`src/rtl/axi_lite_regs_pkg.sv`:
```
// Shared constants for the AXI4-Lite register block: bus widths, response codes
// and the read-data pattern returned for unmapped addresses.
package axi_lite_regs_pkg;

    localparam int unsigned DATA_W = 32;
    localparam int unsigned ADDR_W = 32;
    localparam int unsigned STRB_W = DATA_W / 8;

    localparam logic [1:0] RESP_OKAY   = 2'b00;
    localparam logic [1:0] RESP_SLVERR = 2'b10;

    localparam logic [DATA_W-1:0] INVALID_RDATA = 32'hDEAD_BEEF;

endpackage

```
`src/rtl/axi_lite_reg_bank.sv`:
```
// REG_NUM x 32-bit register storage with a byte-strobed write port, a combinational
// read mux and address-range decode for both ports.
module axi_lite_reg_bank
    import axi_lite_regs_pkg::*;
#(
    parameter int unsigned REG_NUM = 4
) (
    input  logic              clk,
    input  logic              rst,
    input  logic              i_wr_en,
    input  logic [ADDR_W-1:0] i_wr_addr,
    input  logic [DATA_W-1:0] i_wr_data,
    input  logic [STRB_W-1:0] i_wr_strb,
    output logic              o_wr_addr_valid,
    input  logic [ADDR_W-1:0] i_rd_addr,
    output logic [DATA_W-1:0] o_rd_data,
    output logic              o_rd_addr_valid
);

    localparam int unsigned IDX_W = (REG_NUM > 1) ? $clog2(REG_NUM) : 1;
    localparam logic [ADDR_W-1:0] ADDR_LIMIT = ADDR_W'(REG_NUM * 4);

    logic [DATA_W-1:0] r_regs [REG_NUM];
    logic [IDX_W-1:0]  w_wr_idx;
    logic [IDX_W-1:0]  w_rd_idx;

    assign w_wr_idx        = i_wr_addr[2 +: IDX_W];
    assign w_rd_idx        = i_rd_addr[2 +: IDX_W];
    // Full-width compare so that upper address bits never alias into the bank.
    assign o_wr_addr_valid = (i_wr_addr < ADDR_LIMIT);
    assign o_rd_addr_valid = (i_rd_addr < ADDR_LIMIT);

    always_ff @(posedge clk or posedge rst) begin
        if (rst) begin
            for (int i = 0; i < int'(REG_NUM); i++) begin
                r_regs[i] <= '0;
            end
        end else if (i_wr_en && o_wr_addr_valid) begin
            for (int i = 0; i < int'(REG_NUM); i++) begin
                if (w_wr_idx == IDX_W'(i)) begin
                    for (int b = 0; b < int'(STRB_W); b++) begin
                        if (i_wr_strb[b]) begin
                            r_regs[i][8*b +: 8] <= i_wr_data[8*b +: 8];
                        end
                    end
                end
            end
        end
    end

    always_comb begin
        o_rd_data = '0;
        for (int i = 0; i < int'(REG_NUM); i++) begin
            if (w_rd_idx == IDX_W'(i)) begin
                o_rd_data = r_regs[i];
            end
        end
    end

endmodule

```
`src/rtl/axi_lite_slave_regs.sv`:
```
// AXI4-Lite slave front end: AW/W/AR/R/B handshakes around an axi_lite_reg_bank.
// One write and one read may be outstanding; the two paths are independent.
module axi_lite_slave_regs
    import axi_lite_regs_pkg::*;
#(
    parameter int unsigned REG_NUM = 4
) (
    input  logic              clk,
    input  logic              rst,
    input  logic [ADDR_W-1:0] awaddr,
    input  logic              awvalid,
    output logic              awready,
    input  logic [DATA_W-1:0] wdata,
    input  logic [STRB_W-1:0] wstrb,
    input  logic              wvalid,
    output logic              wready,
    output logic [1:0]        bresp,
    output logic              bvalid,
    input  logic              bready,
    input  logic [ADDR_W-1:0] araddr,
    input  logic              arvalid,
    output logic              arready,
    output logic [DATA_W-1:0] rdata,
    output logic [1:0]        rresp,
    output logic              rvalid,
    input  logic              rready
);

    logic              r_aw_held;
    logic [ADDR_W-1:0] r_awaddr;
    logic              r_w_held;
    logic [DATA_W-1:0] r_wdata;
    logic [STRB_W-1:0] r_wstrb;
    logic              r_bvalid;
    logic [1:0]        r_bresp;
    logic              r_rvalid;
    logic [DATA_W-1:0] r_rdata;
    logic [1:0]        r_rresp;

    logic              w_wr_fire;
    logic              w_wr_addr_valid;
    logic [DATA_W-1:0] w_rd_data;
    logic              w_rd_addr_valid;

    // Readies depend on held state only, never on the incoming valids.
    assign awready   = !r_aw_held;
    assign wready    = !r_w_held;
    assign arready   = !r_rvalid;
    assign w_wr_fire = r_aw_held && r_w_held && !r_bvalid;

    assign bvalid = r_bvalid;
    assign bresp  = r_bresp;
    assign rvalid = r_rvalid;
    assign rdata  = r_rdata;
    assign rresp  = r_rresp;

    axi_lite_reg_bank #(
        .REG_NUM (REG_NUM)
    ) u_bank (
        .clk             (clk),
        .rst             (rst),
        .i_wr_en         (w_wr_fire),
        .i_wr_addr       (r_awaddr),
        .i_wr_data       (r_wdata),
        .i_wr_strb       (r_wstrb),
        .o_wr_addr_valid (w_wr_addr_valid),
        .i_rd_addr       (araddr),
        .o_rd_data       (w_rd_data),
        .o_rd_addr_valid (w_rd_addr_valid)
    );

    always_ff @(posedge clk or posedge rst) begin
        if (rst) begin
            r_aw_held <= 1'b0;
            r_awaddr  <= '0;
            r_w_held  <= 1'b0;
            r_wdata   <= '0;
            r_wstrb   <= '0;
            r_bvalid  <= 1'b0;
            r_bresp   <= RESP_OKAY;
        end else begin
            if (awvalid && !r_aw_held) begin
                r_aw_held <= 1'b1;
                r_awaddr  <= awaddr;
            end
            if (wvalid && !r_w_held) begin
                r_w_held <= 1'b1;
                r_wdata  <= wdata;
                r_wstrb  <= wstrb;
            end
            if (w_wr_fire) begin
                r_bvalid <= 1'b1;
                r_bresp  <= w_wr_addr_valid ? RESP_OKAY : RESP_SLVERR;
            end else if (r_bvalid && bready) begin
                r_bvalid  <= 1'b0;
                r_aw_held <= 1'b0;
                r_w_held  <= 1'b0;
            end
        end
    end

    // The bank mux reflects pre-update contents, so a read racing a write sees old data.
    always_ff @(posedge clk or posedge rst) begin
        if (rst) begin
            r_rvalid <= 1'b0;
            r_rdata  <= '0;
            r_rresp  <= RESP_OKAY;
        end else if (arvalid && !r_rvalid) begin
            r_rvalid <= 1'b1;
            r_rdata  <= w_rd_addr_valid ? w_rd_data : INVALID_RDATA;
            r_rresp  <= w_rd_addr_valid ? RESP_OKAY : RESP_SLVERR;
        end else if (r_rvalid && rready) begin
            r_rvalid <= 1'b0;
        end
    end

endmodule

```
`config.mk`:
```
export PLATFORM = sky130hd
export DESIGN_NAME = axi_lite_slave_regs
export DESIGN_NICKNAME = d
export VERILOG_FILES = /design/src/rtl/axi_lite_regs_pkg.sv /design/src/rtl/axi_lite_reg_bank.sv /design/src/rtl/axi_lite_slave_regs.sv
export SDC_FILE = /design/constraint.sdc
export NUM_CORES = 1
export LEC_CHECK = 0
export ABC_AREA = 1
export ABC_CLOCK_PERIOD_IN_PS = 8300
export BUFFER_PORTS_ARGS = -buffer_cell sky130_fd_sc_hd__buf_2
export CORE_ASPECT_RATIO = 0.9
export CORE_UTILIZATION = 45
export CTS_BUF_LIST = sky130_fd_sc_hd__clkbuf_8 sky130_fd_sc_hd__clkbuf_16
export CTS_CLUSTER_DIAMETER = 150
export DETAILED_ROUTE_END_ITERATION = 7
export HOLD_SLACK_MARGIN = 0.1
export SLEW_MARGIN = 15
export SYNTH_ARGS = -nofsm -noshare
export SYNTH_HDL_FRONTEND = slang
export SYNTH_SLANG_ARGS = --single-unit
```
`constraint.sdc`:
```
create_clock -name clk -period 8.3 [get_ports clk]
set_clock_uncertainty 0.05 [all_clocks]
set_input_delay 1.245 -clock clk [delete_from_list [all_inputs] [get_ports clk]]
set_output_delay 1.245 -clock clk [all_outputs]
set_load 0.02 [all_outputs]
```
==> flow_summary.ini <==
[outcome]
outcome = finished, final reports clean

[detailed_routing]
routedWlPerCell_um = 15.69
wirelength_um = 26690
vias = 8580
drtIter0Drc = 630
antenna_left = 0
drc = 0
firstDrtPassIters = 6
routed_via_density = 5.044

[power]
switchingPower_mw = 1.033
power.leakage_nw = 6.340
p_clk_share_pct = 33.7
combPwrFrac_pct = 19.4
seqPwrFrac_pct = 46.9
p_int_mw = 2.198
power.density_nw_per_um2 = 260.1
peakVddDrop_mv = 0.1716
design_power_total_mw = 3.230
swShare_pct = 31.97

[synthesis]
synth_top_cell_by_area = dfrtp_1
synthAdderAreaFrac_pct = 0
yosysTopAreaCellShare_pct = 53.88
synthSimpleGateAreaFrac_pct = 33.36
yosys-top-cells-count = 422 x nand2_1, 236 x nand3_1, 232 x dfrtp_1, 115 x nor2_1, 65 x inv_1
synthTopCellsByArea = dfrtp_1 54%, nand2_1 15%, nand3_1 11%
synth_edf_count = 0
synth_most_common_cell = nand2_1
ys_async_sr_fraction_pct = 100.0
synth_cell_types = 26
syn_inst = 1259
synth_top_family_by_area = simple AND/OR/NAND/NOR gates
syn_avg_cell_area_um2 = 8.559
muxShareOfSynthArea_pct = 5.434
ys_warn_count = 0
synth_compound_area_share_pct = 1.440
yosysSeqAreaShare_pct = 53.88
synth-main-ff-cell = dfrtp_1
syn_area_um2 = 10780
ys_seq_elements = 232
synthXorXnorAreaFrac_pct = 0

[global_route]
grt_pass1_vias = 8027
grt_usage_pct = 22.65
overflow = 0
grt_max_degree = 97
antenna_found_initial = 0
grt_pass1_wl_um = 43690

[hold_path]
hold_depth = 2
holdPathEnd = u_bank.r_regs[4]$_DFFE_PP0P_
hold_class = flop to flop
hold_path.startpoint = u_bank.r_regs[4]$_DFFE_PP0P_

[timing]
fin_crit_ns = 3.015
tns_ns = 0
tightestPinTransition_ns = 1.037
max_freq_mhz = 331.6
slew_headroom_pct = 30.65
rsz0062_at_grt = no
setup_viol = 0
layout_setup_ws_ns = 5.285
fin_crit_sh_pct = 36.33
slew_viol_final = 0
hold_viol_final = 0

[place]
dp_cells = 1660
routabilityCongestion = 0.7867
place_ws_ns = 4.825
hpwl_um = 17020
portBuffers = 141

[die]
row_count = 53
dieArea_um2 = 24570
die_w_um = 165.1
core_um2 = 23410
die_h_um = 148.8
num_io_pins = 148
initial_core_util_pct = 46.03

[clock_tree]
postCtsSetupRepairBufs = 0
cts_tree = built
cts.clk_slew.worst_paths_ns = 0.06
hold_buffers = 0
htreeDepth = 1
cts_resized = 0
cts-buffers-inserted = 25
clk_latency_ns = 0.52
cts_max_path_buffers = 3
root_buffer = clkbuf_16
clkSinkCount = 232

[critical_path]
crit_start = araddr[3]
crit_path_start_kind = primary input
crit_fanout = 27
r2r_cells = 8
r2r_slack_ns = 5.41
crit_required_ns = 8.65
r2r_start = bvalid$_DFFE_PP0P_
cp-end-kind = flop
r2r_end = u_bank.r_regs[29]$_DFFE_PP0P_
critPathKind = primary input to flop
critPathArrivalTime_ns = 3.36

[final_layout]
postLayoutCoreUtil_pct = 53.05
area_growth_pct = 15.26
nets = 1492
antenna_cells = 0
finalNonFillerCells = 1701
post_route_cells_drive_above_1_share_pct = 20.73

[flow_run]
drv_cap = 0
[per-layer routing]
layer | GRT usage, % | wire, um
met3 | 4.420 | 1949
met2 | 31.95 | 11130
met4 | 4.495 | 367
met5 | 0 | 0
met1 | 35.76 | 13250
[flip-flops by register name, indices dropped and copies added, names as in the netlist]
signal	count
r_awaddr	30
bresp	1
u_bank.r_regs	128
r_aw_held	1
r_wstrb	4
r_wdata	32
rdata	32
rresp	1
rvalid	1
r_w_held	1
bvalid	1
[power by group through the flow]
stage	clock (mW)	combinational, mW	sequential (mW)
6_report	1.09	0.626	1.52
3_5_place_dp	0	0.631	1.53
5_1_grt	1.16	0.696	1.55
2_1_floorplan	0	0.423	1.50
3_3_place_gp	0	0.621	1.53
4_1_cts	1.11	0.634	1.51
[worst max-delay path by stage]
stage / slack (ns) / to
detailed placement: 4.83 / rdata[14]$_DFFE_PP0P_
finish: 5.28 / rdata[14]$_DFFE_PP0P_
global placement: 4.81 / rdata[14]$_DFFE_PP0P_
floorplan: 0.64 / bresp[1]$_DFFE_PP0P_
CTS: 5.35 / rdata[14]$_DFFE_PP0P_
global route: 5.10 / u_bank.r_regs[29]$_DFFE_PP0P_
[worst max-delay path, stage by stage]
cell	delay, ns
buf_2	0.52
inv_2	0.45
nor2_1	0.62
nand2_1	0.11
o211ai_1	0.11
nand2_1	0.08
nand3_1	0.15
nand2_1	0.06
[layout by cell type, fill, tap and decap left out, types with 2 or more instances in the layout]
master	n
o21ai_0	8
nand3_4	10
clkinv_1	4
or2_2	8
nand2_2	2
conb_1	2
buf_4	11
nor2_2	18
nand2_1	421
nor2_1	114
inv_2	5
clkbuf_16	25
mux2_2	52
inv_1	68
nor2_4	4
clkinv_2	2
nand3_1	236
nor3_1	3
o211ai_1	4
buf_2	141
clkbuf_8	9
dfrtp_1	232
a21oi_1	17
[per-stage QoR]
step	area [um2]	hold slack, ns
after global routing	12420	0.4347
final	12420	0.4158
after detailed placement	11610	0.4017
after global placement	11610	0.3963
after floorplan	10780	0.3845
after CTS	12420	0.4168
[area by class of cell]
class	instances	area, um2
Inverter	74	285.3
Clock inverter	7	55.05
Fill cell	2312	10990
Clock buffer	34	749.5
Tap cell	302	377.9
Sequential cell	232	5806
Timing Repair Buffer	152	788.3
Multi-Input combinational cell	900	4358
[kinds of logic (layout without fill, tap and decap cells)]
family	count (synthesis)	count (layout)
flip-flops	232	232
AO/OA/AOI/OAI	29	29
multiplexers	52	52
other	1	2
AND/OR/NAND/NOR	817	817
buffers and inverters	128	267
(Power assumes the default switching activity.)
